`config.mk`:
```
export PLATFORM = sky130hd
export DESIGN_NAME = pipeline_hazard_controller
export DESIGN_NICKNAME = d
export VERILOG_FILES = /design/src/rtl/pipeline_hazard_controller.sv
export SDC_FILE = /design/constraint.sdc
export NUM_CORES = 1
export LEC_CHECK = 0
export ABC_AREA = 1
export CORE_ASPECT_RATIO = 1.1
export CORE_MARGIN = 3
export CORE_UTILIZATION = 35
export CTS_CLUSTER_DIAMETER = 100
export DETAILED_ROUTE_END_ITERATION = 6
export MAX_ROUTING_LAYER = met4
export PLACE_DENSITY = 0.69
export SYNTH_ARGS = -nofsm -noshare
export SYNTH_HDL_FRONTEND = slang
export SYNTH_SLANG_ARGS = --single-unit
export TNS_END_PERCENT = 5
```
`constraint.sdc`:
```
create_clock -name clk -period 4.68 [get_ports clk]
set_input_delay 0.468 -clock clk [delete_from_list [all_inputs] [get_ports clk]]
set_output_delay 0.468 -clock clk [all_outputs]
set_load 0.1 [all_outputs]
```
`src/rtl/pipeline_hazard_controller.sv`:
```
`default_nettype none
// ============================================================================
// Module      : pipeline_hazard_controller
// Description : Hazard, freeze and flush sequencing around the ID stage of a
//               5-stage ARM pipeline. It detects RAW hazards against EXE/MEM,
//               freezes the pipe during SRAM accesses, flushes IF/ID on taken
//               branches, counts stall cycles and flags SRAM timeouts.
//
//               Optional macro FORWARDING_EN: when defined, an EXE forwarding
//               unit is assumed and only EXE load-use hazards stall.
//
// Ports       : clk, rst (sync, active-low)
//               RnAddress, RmAddress, Two_src, id_uses_rn  - ID operands
//               EXE_dest, EXE_WB_EN, EXE_MEM_R_EN          - EXE producer
//               MEM_dest, MEM_WB_EN                        - MEM producer
//               branch_taken, mem_req, mem_ready           - control events
//               hazard, freeze_if, freeze_pipe, flush      - pipeline controls
//               stall_count, mem_error                     - status
// Revision    : 1.0 - initial release
// ============================================================================
module pipeline_hazard_controller #(
  parameter int MEM_TIMEOUT = 64,
  parameter int CNT_WIDTH   = 16
) (
  input  logic                 clk,
  input  logic                 rst,
  input  logic [3:0]           RnAddress,
  input  logic [3:0]           RmAddress,
  input  logic                 Two_src,
  input  logic                 id_uses_rn,
  input  logic [3:0]           EXE_dest,
  input  logic                 EXE_WB_EN,
  input  logic                 EXE_MEM_R_EN,
  input  logic [3:0]           MEM_dest,
  input  logic                 MEM_WB_EN,
  input  logic                 branch_taken,
  input  logic                 mem_req,
  input  logic                 mem_ready,
  output logic                 hazard,
  output logic                 freeze_if,
  output logic                 freeze_pipe,
  output logic                 flush,
  output logic [CNT_WIDTH-1:0] stall_count,
  output logic                 mem_error
);

  // Timeout counter wide enough to hold MEM_TIMEOUT; MEM_TIMEOUT must be >= 2.
  localparam int TW = $clog2(MEM_TIMEOUT + 1);
  // The counter value incremented in the current MEM_WAIT cycle reaches
  // MEM_TIMEOUT-1 when the registered value is MEM_TIMEOUT-2. Together with
  // the RUN entry cycle this gives exactly MEM_TIMEOUT frozen cycles.
  localparam logic [TW-1:0] c_timeoutLast = TW'(MEM_TIMEOUT - 2);

  typedef enum logic [1:0] {
    RUN      = 2'd0,
    MEM_WAIT = 2'd1,
    FLUSH    = 2'd2
  } state_t;

  state_t                r_state;
  state_t                w_nextState;
  logic [TW-1:0]         r_timeout;
  logic [CNT_WIDTH-1:0]  r_stallCount;
  logic                  r_memError;

  logic w_srcMatchExe;
  logic w_srcMatchMem;
  logic w_rawExe;
  logic w_rawMem;
  logic w_rawStall;
  logic w_timeoutHit;

  assign w_srcMatchExe = (id_uses_rn && (RnAddress == EXE_dest)) ||
                         (Two_src    && (RmAddress == EXE_dest));
  assign w_srcMatchMem = (id_uses_rn && (RnAddress == MEM_dest)) ||
                         (Two_src    && (RmAddress == MEM_dest));
  assign w_rawExe      = EXE_WB_EN & w_srcMatchExe;
  assign w_rawMem      = MEM_WB_EN & w_srcMatchMem;

`ifdef FORWARDING_EN
  // Forwarding covers everything except a load whose data is not yet read.
  assign w_rawStall = EXE_MEM_R_EN & w_rawExe;
`else
  assign w_rawStall = w_rawExe | w_rawMem;
`endif

  assign w_timeoutHit = (r_state == MEM_WAIT) && !mem_ready &&
                        (r_timeout == c_timeoutLast);

  always_comb begin
    w_nextState = r_state;
    hazard      = 1'b0;
    freeze_pipe = 1'b0;
    flush       = 1'b0;
    case (r_state)
      RUN: begin
        if (mem_req && !mem_ready) begin
          // Memory access wins over a branch; EXE is frozen so the branch
          // is seen again once the access completes.
          w_nextState = MEM_WAIT;
          freeze_pipe = 1'b1;
          hazard      = w_rawStall;
        end else if (branch_taken) begin
          // Flush discards the ID instruction, so its hazard is moot.
          w_nextState = FLUSH;
          flush       = 1'b1;
        end else begin
          hazard      = w_rawStall;
        end
      end
      MEM_WAIT: begin
        if (mem_ready) begin
          // Release in the ready cycle so the pipe advances on this edge.
          w_nextState = RUN;
        end else begin
          freeze_pipe = 1'b1;
          if (w_timeoutHit) begin
            w_nextState = RUN;
          end
        end
      end
      FLUSH: begin
        flush       = branch_taken;
        w_nextState = RUN;
      end
      default: begin
        w_nextState = RUN;
      end
    endcase
  end

  assign freeze_if   = hazard | freeze_pipe;
  assign stall_count = r_stallCount;
  assign mem_error   = r_memError;

  always_ff @(posedge clk) begin
    if (!rst) begin
      r_state      <= RUN;
      r_timeout    <= '0;
      r_stallCount <= '0;
      r_memError   <= 1'b0;
    end else begin
      r_state <= w_nextState;

      if ((r_state == MEM_WAIT) && (w_nextState == MEM_WAIT)) begin
        r_timeout <= r_timeout + 1'b1;
      end else begin
        r_timeout <= '0;
      end

      if ((hazard || freeze_pipe) && (r_stallCount != {CNT_WIDTH{1'b1}})) begin
        r_stallCount <= r_stallCount + 1'b1;
      end

      if (w_timeoutHit) begin
        r_memError <= 1'b1;
      end
    end
  end

endmodule
`default_nettype wire

```
==> results.md <==
* CTS Sinks at 26
* Via/cell ratio at 4.71
* # DRC at 0
* # hold bufs at CTS at 0
* Final Skew at between 0.008 and 0.009 ns
* TritonCTS clock tree: done
* Setup crit start: RmAddress[1]
* Core area at 4470 µm²
* Initial Utilization at 37.6%
* Post-Layout Inst Area at around 2200 µm²
* CTS clock-pin slew for the worst setup and hold paths at 0.08 ns
* Max-Cap Viols at 0
* Hold WC Path Type: flip-flop to flip-flop
* RSZ-0062 raised after global routing: no
* CP max stage cell: clkdlybuf4s50_1
* Post-synth EDFFs at 0
* Post-synth cell types at 22
* Bufs on Longest Clock Path at 2
* Top cell type by total area after synthesis: dfxtp_1
* Drt first pass iters at 4
* Top-area cell type share of the netlist area at 31.0%
* First-pass GRT wire length at 6.91 mm
* Register-to-Register Path Depth at 7
* Total grt overflow at 0
* Reg-to-Reg Start: stall_count[0]
* Total Die Area at 5670 µm²
* Hold Path Origin: mem_error
* Mapped Cells at ~270
* Min-Delay Endpoint: mem_error
* Post-synth net total at between 200 and 300
* Status: complete, no violations
* Top FF cell, synth: dfxtp_1
* Synth warn at 0
* CP peak stage delay at 1.13 ns
* Leak at 0.000907 µW
* Mapped Area at 1680 µm²
* Max Fclk at 308 MHz
* Mean Syn Cell Area at 6.34 µm²
* Most frequent cell on the critical path: nand2_1
* Max VDD drop at 0.171 mV
* ANT cells at 0
* Final Critical Period at 3.24 ns
* Worst reg2reg path endpoint: stall_count[3]
* Crit path max fanout at 3
* Critical Path Source Type: input pin
* Row Count at 25
* Crit end category: output port
* Post-route clock period utilization at 69.3%
* Vias in the first global route at between 1500 and 2000
* GRT Total Usage at 15.2%
* Count leader, synth: nand2_1
* Initial antenna violation count at 0
* Htree depth at 1
* Die X at a little over 70 µm
* Post-CTS setup buffers at 0
* Setup TNS at 0 ns
* Power consumption at 472 µW
* Share of cells above drive strength 1 at 3.24%
* Per-cell routed wire length at 11.0 µm
* Largest cells by area after synthesis: dfxtp_1 31%, nand2_1 16%, nand3_1 8.9%
* Worst Tran Pin Value at 0.990 ns
* Critical path arrival at 2.78 ns
* RD Place Congestion at 0.818
* Chip height at 78.7 µm
* Final Hold Violating Endpoints at 0
* Synth-to-layout area growth at 32.3%
* Setup Viol. Count Final at 0
* Top cells by count, synth: 72 x nand2_1, 35 x inv_1, 30 x nand3_1, 30 x nor2_1, 26 x dfxtp_1
* Synthesized flop and latch total at 26
* Max-slew headroom at ~34%
* Area of placed instances at 2170 µm²
* Largest net degree at the start of global routing at 20
* # IOs at 47
* Iter 0 DRT Violations at 128
* Ys async rst share at 0%
* Crit path required time at around 4.2 ns
* Cells along the critical path: clkdlybuf4s50_1 > inv_1 > nand2_1 > nand2_1 > nor2_1 > nand3_1 > nand2_1 > nand2_1 > nand2_1 > nand2_1 > inv_1 > clkdlybuf4s50_1
* PD cells at about 210 nW/µm²
* Final Util at 49.7%
* Drt total wl at 3.99 mm
* CP Class: input pin to output port
* Cts repair resizes at 0
* Nets@finish at 339
* R2r setup slk at 2.37 ns
* Final ANT Viol Nets at 0
* Root Buffer: clkbuf_8
* Hold Crit Depth at 2
* CTS Buf Count at 3
* Worst hold slack at 0.463 ns
* Seq/Total Area, Yosys at 31.0%
* I/O Buffers at 45
* Detailed-route via count at 1708
* Count of pins over their slew limit at 0
* Clk_lat worst skew at 0.27 ns
* Post-DP HPWL at approximately 3.1 mm
power breakdown:
group	leakage, µW	total, µW	internal (µW)	switching (µW)
Combinational	0.000668	101	36.9	64.3
Clock	0.0000288	144	75.2	69.3
Sequential	0.000210	227	223	3.25
Total	0.000907	472	336	137
through the flow:
step	worst slack [ns]	cells
finish	1.44	363
CTS	1.43	363
floorplan	2.14	265
detailed placement	1.43	359
global placement	1.46	359
global route	1.28	363
sequential cells by signal (all words and copies together) (netlist names):
name         cells
r_timeout        7
r_state          2
stall_count     16
mem_error        1
how the worst max path moves through the flow:
stage | endpoint | slack (ns) | cells after the start
after CTS | hazard | 1.43 | 12
after global routing | hazard | 1.28 | 12
final | hazard | 1.44 | 12
after floorplan | stall_count[0] | 2.14 | 7
after global placement | hazard | 1.46 | 12
after detailed placement | hazard | 1.43 | 12
per-layer routing:
| layer | track usage (%) | wire, µm |
|---|---|---|
| met1 | 18.0 | 1800 |
| met2 | 27.0 | 2020 |
| met3 | 2.69 | 154 |
| met4 | 2.26 | 15 |
| met5 | - | 0 |
critical path, delay by kind of cell:
kind	cells	cell delay, ns
buffers and inverters	4	1.74
and+or+nand+nor	8	0.56
layout by cell type (no fill, tap or decap), drive strengths merged:
| cell | n |
|---|---|
| xor2 | 13 |
| a21oi | 20 |
| o211ai | 1 |
| nor2 | 30 |
| clkdlybuf4s50 | 44 |
| nand3b | 2 |
| buf | 1 |
| inv | 35 |
| xnor2 | 8 |
| nand3 | 30 |
| nand2 | 73 |
| nor3 | 12 |
| clkinv | 1 |
| nand4 | 5 |
| or2 | 1 |
| clkbuf | 4 |
| ha | 3 |
| dfxtp | 26 |
area by class of cell:
type	count	area (µm²)
fillers	469	2250
repair buffers	45	448
well taps	54	67.6
clock buffers	4	55.1
multi-input cells	198	997
inverters	36	135
flip-flops and latches	26	520
logic make-up after synthesis:
| family | share of synthesized area (%) |
|---|---|
| compound gates | 6.40 |
| buf+inv | 9.68 |
| fa+ha+maj | 2.23 |
| xor+xnor | 10.9 |
| simple gates | 39.8 |
| flops | 31.0 |
(Power assumes the default switching activity.)
